<file path="src/rtl/sysid_ctrl_pkg.sv">
// Shared types and constants for the system-ID boot checker.
// Latency: n/a (declarations only).
// Backpressure: n/a.
package sysid_ctrl_pkg;

  localparam int DATA_W  = 32;
  localparam int CNT_W   = 8;
  localparam int RETRY_W = 4;

  // Word addresses of the system-ID slave
  localparam logic SYSID_ADDR_ID = 1'b0;
  localparam logic SYSID_ADDR_TS = 1'b1;

  typedef enum logic [2:0] {
    ST_IDLE,
    ST_RD_ID,
    ST_RD_TS,
    ST_CMP,
    ST_GAP,
    ST_DONE
  } sysid_state_t;

endpackage

</file>
<file path="src/rtl/sysid_wait_counter.sv">
// Loadable down-counter timing both the read-latency hold and the retry gap.
// Latency: zero flag reflects the registered count (load value visible next cycle).
// Backpressure: none; load has priority over counting, count stops at zero.
module sysid_wait_counter
  import sysid_ctrl_pkg::*;
(
  input  logic             clock,
  input  logic             reset_n,
  input  logic             load,
  input  logic [CNT_W-1:0] load_val,
  output logic             zero
);

  logic [CNT_W-1:0] cnt;

  // Load on state entry, otherwise count down and park at zero
  always_ff @(posedge clock) begin
    if (!reset_n) begin
      cnt <= '0;
    end else if (load) begin
      cnt <= load_val;
    end else if (cnt != '0) begin
      cnt <= cnt - CNT_W'(1);
    end
  end

  assign zero = (cnt == '0);

endmodule

</file>
<file path="config.mk">
export PLATFORM = sky130hd
export DESIGN_NAME = sysid_wait_counter
export DESIGN_NICKNAME = d
export VERILOG_FILES = /design/src/rtl/sysid_ctrl_pkg.sv /design/src/rtl/sysid_wait_counter.sv
export SDC_FILE = /design/constraint.sdc
export NUM_CORES = 1
export LEC_CHECK = 0
export ABC_AREA = 1
export BUFFER_PORTS_ARGS = -buffer_cell sky130_fd_sc_hd__buf_2
export CAP_MARGIN = 20
export CORE_AREA = 2 2 39 41
export CTS_CLUSTER_DIAMETER = 50
export DETAILED_ROUTE_END_ITERATION = 10
export DIE_AREA = 0 0 41 43
export PLACE_DENSITY_LB_ADDON = 0.08
export SLEW_MARGIN = 20
export SYNTH_ARGS = -nofsm -noshare
export SYNTH_HDL_FRONTEND = slang
export SYNTH_SLANG_ARGS = --single-unit
</file>
<file path="constraint.sdc">
create_clock -name clock -period 1.75 [get_ports clock]
set_clock_uncertainty 0.1 [all_clocks]
set_input_delay 0.175 -clock clock [delete_from_list [all_inputs] [get_ports clock]]
set_output_delay 0.175 -clock clock [all_outputs]
set_load 0.02 [all_outputs]
</file>
== Word level (Yosys, flattened, before mapping) ==
Index checks and enable logic that the tools add are counted.
Operators by class
  add/sub/neg operators: 1
  multiply operators: 0
  divide/modulo/power cells: 0
  $lt $le $gt $ge: 0
  equal/unequal tests: 0
  shift operators: 0
  muxes and demuxes: 2
  bitwise gates (word level): 0
  reductions and logical operators: 3
Operators by type and width (number)
  8-bit 2-to-1 mux: 2
  8-bit logical NOT: 1
  8-bit nonzero test: 1
  8-bit by 1-bit subtractor with 8-bit output (second input constant): 1
  2-bit nonzero test: 1
Storage, ports and cells
  register bits: 8
  bits in latches: 0
  memory bits (writable): 0
  ROM bits: 0
  bits of input ports: 11
  output and inout bits: 1
  word-level logic and storage cells: 7
  memories kept: 0

== Logic depth before layout (Yosys ltp) ==
Gate-level depths: netlist of run 1.
  depth after elaboration: 3
  mapped depth: 8
  gate-level depth less buffers: 8

== Worst setup path after synthesis of run 1 ==
No wires, ideal clock.
  path type: reg2reg
  start: register cnt[0]
  end: register cnt[1]
  library setup time: 0.113 ns
  arrival: 1.141 ns
  required time: 1.537 ns
  setup slack: 0.396 ns
  cell stages (with the launch flop): 8
  path buffers: 0
  period minus slack after synthesis: 1.354 ns
  cell sequence: dfxtp_1 -> inv_1 -> ha_1 -> nand2_2 -> nor2_8 -> nand2_4 -> o21ai_1 -> nor2_1
On the way
  word-level cells in the longest chain between the ends: 3
  elaborated cells between the ends (all ways): 5
  classes of those cells: 1 x add/sub; 2 x mux; 2 x reduce/logical
Ends and longest elaborated chain
  start, declared: line sysid_wait_counter.sv:14  | logic [CNT_W-1:0] cnt;
  start signal, assigned: line sysid_wait_counter.sv:21  | cnt <= load_val;
  start signal, assigned: line sysid_wait_counter.sv:23  | cnt <= cnt - CNT_W'(1);
  8-bit by 1-bit subtractor with 8-bit output: line sysid_wait_counter.sv:23
  8-bit 2-to-1 mux: line sysid_wait_counter.sv:22  | end else if (cnt != '0) begin
  8-bit 2-to-1 mux: line sysid_wait_counter.sv:20  | end else if (load) begin
Parallel ways exist; a longest one is shown, timed or not. The select of a mux whose other input is x is not followed.
A chain may end at the register's enable or synchronous reset.

== Worst setup path after layout of run 1 ==
  start: register cnt[0]
  end: output port zero
On the way
  word-level cells in the longest chain between the ends: 1
Ends and longest elaborated chain
  8-bit logical NOT: line sysid_wait_counter.sv:27  | assign zero = (cnt == '0);
  end, declared: line sysid_wait_counter.sv:11  | output logic zero
No other way between the ends.

==> flow_metrics.env, run 1 <==
export IMPL_fin_crit_ps=1660
export IMPL_slew_headroom_pct=86.0
export IMPL_worstPathArrival_ps=1390
export IMPL_worstHoldEndpoint="cnt[4]$_SDFFE_PN0P_"
export IMPL_cts_tree="yes"
export IMPL_ff2ff_path_depth=8
export IMPL_overflow=0
export IMPL_port_buffers=11
export IMPL_max_slew_worst_pin_slew_ps=209
export IMPL_r2r_setup_slack_ps=360
export IMPL_critPathLaunchType="flip-flop"
export IMPL_max_cap_viol_count=0
export IMPL_min_from="load_val[4]"
export IMPL_min_delay_path_depth=3
export IMPL_root_buffer="clkbuf_4"
export IMPL_grt_pass1_wl_mm=1.64
export IMPL_dp_hpwl_um=854
export IMPL_crit_fanout=5
export IMPL_syn_area_per_cell_um2=6.83
export IMPL_critPathCaptureType="output port"
export IMPL_numCtsBuffers=3
export IMPL_period_share_pct=95.1
export IMPL_syn2layout_area_growth_pct=19.9
export IMPL_power_switching_w=0.000204
export IMPL_final_layout_size_suffix_gt1_share_pct=26.5
export IMPL_reg_top3="cnt: 8 flops"
export IMPL_viasPerCell=4.68
export IMPL_die_y_um=43
export IMPL_drtPass1Iterations=4
export IMPL_ys_types=20
export IMPL_routedWlPerCell_um=10.8
export IMPL_largest_reg_flops=8
export IMPL_insertion_delay_ps=270
export IMPL_synth_area_um2=478
export IMPL_num_vias=463
export IMPL_synth_nets=82
export IMPL_tns_ps=0
export IMPL_grt_usage_pct=15.1
export IMPL_clockBufferDepth=2
export IMPL_outcome="finished, final reports clean"
export IMPL_rsz0062_at_grt="false"
export IMPL_ant_nets=0
export IMPL_fmax_mhz=601
export IMPL_core_area_um2=1380
export IMPL_post_cts_buffers=0
export IMPL_pre_cts_ws_ps=332
export IMPL_power_frac_seq_pct=40.1
export IMPL_r2r_end="cnt[1]$_SDFFE_PN0P_"
export IMPL_final_nets=97
export IMPL_ys_seq_elements=8
export IMPL_cp_data_required_time_ps=1470
export IMPL_drt_iter0_markers=3
export IMPL_die_x_um=41
export IMPL_slew_viol_final=0
export IMPL_rr_startpoint="cnt[0]$_SDFFE_PN0P_"
export IMPL_comb_power_share_pct=31.3
export IMPL_hold_viol_final=0
export IMPL_ys_warn_count=0
export IMPL_io_pins=12
export IMPL_gp_congestion=0.765
export IMPL_p_leak_nw=0.277
export IMPL_rows=14
export IMPL_setup_viol=0
export IMPL_dp_cells=96
export IMPL_internal_power_w=0.000355
export IMPL_path_class="flip-flop to output port"
export IMPL_start_util_pct=34.5
export IMPL_clockPowerShare_pct=28.6
export IMPL_wl_mm=1.07
export IMPL_grt_max_degree=10
export IMPL_min_path_type="input port to flip-flop"
export IMPL_synth_cells=70
export IMPL_regMostFlops="cnt"
export IMPL_peakVddDrop_mv=0.462
export IMPL_ctsHtreeMaxLevel=1
export IMPL_grt_pass1_vias=397
export IMPL_design_die_area_um2=1760
export IMPL_setup_slack_ps=86.5
export IMPL_clock_sinks=8
export IMPL_antenna_diode_count=0
export IMPL_clkTransAtPathRegs_ps=70
export IMPL_synth_seq_area_share_pct=33.5
export IMPL_cts_hold_buf=0
export IMPL_swShare_pct=36.5
export IMPL_p_per_area_nw_per_um2=975
export IMPL_drc=0
export IMPL_antenna_found_initial=0
export IMPL_layout_cells_non_filler=99
## cells in the final DEF (no fill, tap or decap), types with 2 or more instances in the layout
cell type	instances
dfxtp_1	8
nor2_1	13
inv_1	5
nand2_1	12
o21ai_1	4
buf_2	11
o21ai_0	2
nor3_1	4
a21oi_1	4
nor2_2	2
inv_2	2
nand3_1	4
xnor2_1	2
clkbuf_4	3
## layer usage
| metal | GRT usage, % | vias to the layer above | part of all wire, % |
|---|---|---|---|
| met5 | 0 | - | 0 |
| met2 | 22.8 | 13 | 48 |
| met3 | 4.71 | 4 | 5.6 |
| met1 | 16.3 | 193 | 44 |
| met4 | 12.0 | 0 | 2.8 |
| li1 | - | 253 | - |
## through the flow
stage / utilization, % / cell area [um2] / power [W] / hold WS, ps
4_1_cts: 41.2 / 571 / 0.000567 / 42.8
5_1_grt: 41.4 / 573 / 0.000598 / 57.1
6_report: 41.4 / 573 / 0.000559 / 47.9
2_1_floorplan: - / 478 / 0.000364 / 213
3_5_place_dp: 39.6 / 548 / 0.000405 / 332
3_3_place_gp: 39.6 / 548 / 0.000406 / 333
## worst max-delay path, cell delays in order (launching register included)
cell and delay (ps):
dfxtp_1 310, inv_1 120, ha_2 230, nand2_2 110, nor2_8 170, buf_2 180
## repair_timing
action,CTS,global route
hold endpoints to repair,0,0
gates resized for setup,0,1
setup endpoints to repair,0,1
## how the worst max path moves through the flow
stage	from	endpoint	slack, ps	cells past startpoint
after CTS	cnt[0]$_SDFFE_PN0P_	zero	50	5
after global placement	cnt[0]$_SDFFE_PN0P_	cnt[7]$_SDFFE_PN0P_	370	7
after detailed placement	cnt[0]$_SDFFE_PN0P_	cnt[5]$_SDFFE_PN0P_	330	8
final	cnt[0]$_SDFFE_PN0P_	zero	90	5
after floorplan	cnt[0]$_SDFFE_PN0P_	cnt[1]$_SDFFE_PN0P_	400	7
after global routing	cnt[0]$_SDFFE_PN0P_	zero	10	5
## layout make-up
cell class	count	area, um2
inverters	7	26.3
clock buffers	3	22.5
flip-flops and latches	8	160
well taps	16	20.0
fillers	162	811
multi-input cells	54	289
repair buffers	11	55.1
## power groups by stage
stage	Combinational (W)	Clock, W	Sequential, W
final	0.000175	0.000159	0.000224
after global routing	0.000198	0.000172	0.000228
after CTS	0.000177	0.000165	0.000224
after detailed placement	0.000176	0	0.000228
after global placement	0.000178	0	0.000228
after floorplan	0.000141	0	0.000223
## cell families after synthesis
family	Yosys count	share of synthesized area, %
and+or+nand+nor	39	39.8
adders and majority gates	1	2.62
buffers and inverters	8	6.54
DFF	8	33.5
xor gates and xnor gates	3	5.50
AOI/OAI and AO/OA	11	12.0
## Yosys cell counts, drive strengths merged
| master | count | share of area [%] |
|---|---|---|
| xnor2 | 2 | 3.7 |
| nand2 | 14 | 13 |
| buf | 1 | 1.0 |
| nor3 | 4 | 4.2 |
| dfxtp | 8 | 34 |
| xor2 | 1 | 1.8 |
| nand4 | 1 | 1.3 |
| o21ai | 6 | 6.3 |
| nand3 | 4 | 4.2 |
| inv | 7 | 5.5 |
| a21oi | 4 | 4.2 |
| ha | 1 | 2.6 |
| o211ai | 1 | 1.6 |
| nor2 | 16 | 17 |
Note: power is estimated with default switching activity, not from simulation.
==> inputs of run 2 (changes only) <==
--- a/config.mk
+++ b/config.mk
@@ -5,7 +5,6 @@
 export SDC_FILE = /design/constraint.sdc
 export NUM_CORES = 1
 export LEC_CHECK = 0
-export ABC_AREA = 1
 export BUFFER_PORTS_ARGS = -buffer_cell sky130_fd_sc_hd__buf_2
 export CAP_MARGIN = 20
 export CORE_AREA = 2 2 39 41
@@ -13,6 +12,7 @@
 export DETAILED_ROUTE_END_ITERATION = 10
 export DIE_AREA = 0 0 41 43
 export PLACE_DENSITY_LB_ADDON = 0.08
+export SKIP_CTS_REPAIR_TIMING = 1
 export SLEW_MARGIN = 20
 export SYNTH_ARGS = -nofsm -noshare
 export SYNTH_HDL_FRONTEND = slang
==> flow_metrics.env, run 2 <==
export IMPL_viasPerCell=5.29
export IMPL_syn_area_per_cell_um2=8.98
export IMPL_core_area_um2=1380
export IMPL_regMostFlops="cnt"
export IMPL_cp_data_required_time_ps=1470
export IMPL_crit_path_start="cnt[2]$_SDFFE_PN0P_"
export IMPL_rr_startpoint="cnt[2]$_SDFFE_PN0P_"
export IMPL_peakVddDrop_mv=0.355
export IMPL_max_stage_delay_ps=360
export IMPL_routedWlPerCell_um=11.8
export IMPL_synth_top_area_share_pct=35.0
export IMPL_overflow=0
export IMPL_setup_slack_ps=93.9
export IMPL_final_cell_area_um2=582
export IMPL_clock_sinks=8
export IMPL_rows=14
export IMPL_antenna_diode_count=0
export IMPL_synth_seq_area_share_pct=35.0
export IMPL_ctsHtreeMaxLevel=1
export IMPL_max_slew_worst_pin_slew_ps=312
export IMPL_max_cap_viol_count=0
export IMPL_numCtsBuffers=3
export IMPL_crit_slowest_cell="dfxtp_1"
export IMPL_gp_congestion=0.700
export IMPL_p_leak_nw=0.243
export IMPL_wl_um=988
export IMPL_drc=0
export IMPL_period_share_pct=94.6
export IMPL_tns_ps=0
export IMPL_min_delay_path_depth=3
export IMPL_grt_max_degree=12
export IMPL_slew_headroom_pct=79.0
export IMPL_synth_cells=51
export IMPL_synth_nets=63
export IMPL_port_buffers=11
export IMPL_ys_top_cells_by_count="dfxtp_1, nand3_1, nand2_1, o31ai_1"
export IMPL_final_layout_size_suffix_gt1_share_pct=33.8
export IMPL_cp_depth=3
export IMPL_synth_enable_flop_cells=0
export IMPL_root_buffer="clkbuf_4"
export IMPL_drt_iter0_markers=4
export IMPL_r2r_end="cnt[1]$_SDFFE_PN0P_"
export IMPL_outcome="finished, final reports clean"
export IMPL_critPathLaunchType="flip-flop"
export IMPL_fin_crit_ps=1660
export IMPL_final_util_pct=42.0
export IMPL_setup_viol=0
export IMPL_async_flop_share_pct=0
export IMPL_worstPathArrival_ps=1380
export IMPL_synth_area_top_cells="dfxtp_1, nand3_1, o31ai_1"
export IMPL_final_common_cell="buf_2"
export IMPL_synth_ff_type="dfxtp_1"
export IMPL_cts_tree="yes"
export IMPL_pre_cts_ws_ps=103
export IMPL_start_util_pct=33.1
export IMPL_crit_buf_inv=1
export IMPL_grt_usage_pct=13.3
export IMPL_insertion_delay_ps=250
export IMPL_antenna_found_initial=0
export IMPL_rsz0062_at_grt="false"
export IMPL_yosysTopAreaCell="dfxtp_1"
export IMPL_ff2ff_path_depth=5
export IMPL_crit_chain="nor4_4 -> and4bb_4 -> buf_2"
export IMPL_cp_endpoint="zero"
export IMPL_r2r_setup_slack_ps=200
export IMPL_mostFrequentLayoutCells="buf_2, dfxtp_1, nand3_1"
export IMPL_crit_family="simple AND/OR/NAND/NOR gates"
export IMPL_synth_area_um2=458
export IMPL_path_class="flip-flop to output port"
export IMPL_syn2layout_area_growth_pct=27.0
export IMPL_placedInstanceArea_um2=526
export IMPL_reg_top3="cnt: 8 flops"
export IMPL_io_pins=12
export IMPL_grt_pass1_wl_mm=1.65
export IMPL_ant_nets=0
export IMPL_die_x_um=41
export IMPL_grt_pass1_vias=409
export IMPL_largest_reg_flops=8
export IMPL_clkTransAtPathRegs_ps=50
export IMPL_critPathCaptureType="output port"
export IMPL_drtPass1Iterations=2
export IMPL_clockBufferDepth=2
export IMPL_fmax_mhz=604
export IMPL_hold_viol_final=0
export IMPL_dp_hpwl_um=718
export IMPL_crit_fanout=4
export IMPL_design_die_area_um2=1760
export IMPL_ys_warn_count=0
export IMPL_final_nets=82
export IMPL_p_per_area_nw_per_um2=950
export IMPL_slew_viol_final=0
export IMPL_ys_types=24
export IMPL_synth_most_common_cell="dfxtp_1"
export IMPL_num_vias=444
export IMPL_ys_seq_elements=8
export IMPL_die_y_um=43
export IMPL_min_path_type="input port to flip-flop"
==> run 2: worst min-delay path by stage <==
stage,startpoint,to
after global routing,load_val[4],cnt[4]$_SDFFE_PN0P_
final,load_val[5],cnt[5]$_SDFFE_PN0P_
after global placement,load_val[5],cnt[5]$_SDFFE_PN0P_
after CTS,load_val[5],cnt[5]$_SDFFE_PN0P_
after floorplan,load,cnt[2]$_SDFFE_PN0P_
after detailed placement,load_val[2],cnt[2]$_SDFFE_PN0P_
==> run 2: worst register-to-register path, delay by kind of cell (launching register included) <==
| family | cells | cell delay (ps) |
|---|---|---|
| compound gates | 1 | 230 |
| buf+inv | 1 | 130 |
| simple gates | 3 | 650 |
| flops | 1 | 360 |
==> run 2: kinds of logic (layout without fill, tap and decap cells) <==
logic type,after synthesis,after routing,synth area share [%]
adders and majority gates,1,1,2.73
xor gates and xnor gates,4,4,7.65
and+or+nand+nor,21,21,29.5
AOI/OAI and AO/OA,11,11,17.2
muxes,1,1,2.19
buffers and inverters,5,22,5.74
DFF,8,8,35.0
==> run 2: power by group <==
part,total (W),switching [W],internal (W)
Clock,0.000142,0.0000631,0.0000785
Combinational,0.000180,0.0000824,0.0000975
Sequential,0.000231,0.0000264,0.000205
==> run 2: metal layers <==
layer	vias to the layer above	GRT usage (%)	share of wire, %
li1	224	-	-
met1	209	19.7	50
met2	9	17.5	45
met3	2	4.71	3.5
met4	0	4.00	0.91
met5	-	0	0
==> run 2: layout make-up <==
type / instances / area [um2]
tap: 16 / 20.0
inverter: 3 / 11.3
fill: 143 / 802
multi-input combinational: 38 / 275
timing repair buffer: 16 / 92.6
sequential: 8 / 160
clock buffer: 3 / 22.5
==> run 2: through the flow <==
stage | hold slack (ps) | instances | power (W)
floorplan | 207 | 51 | 0.000352
global placement | 307 | 77 | 0.000392
detailed placement | 312 | 77 | 0.000387
CTS | 51.3 | 80 | 0.000530
global route | 56.7 | 84 | 0.000587
finish | 49.3 | 84 | 0.000553
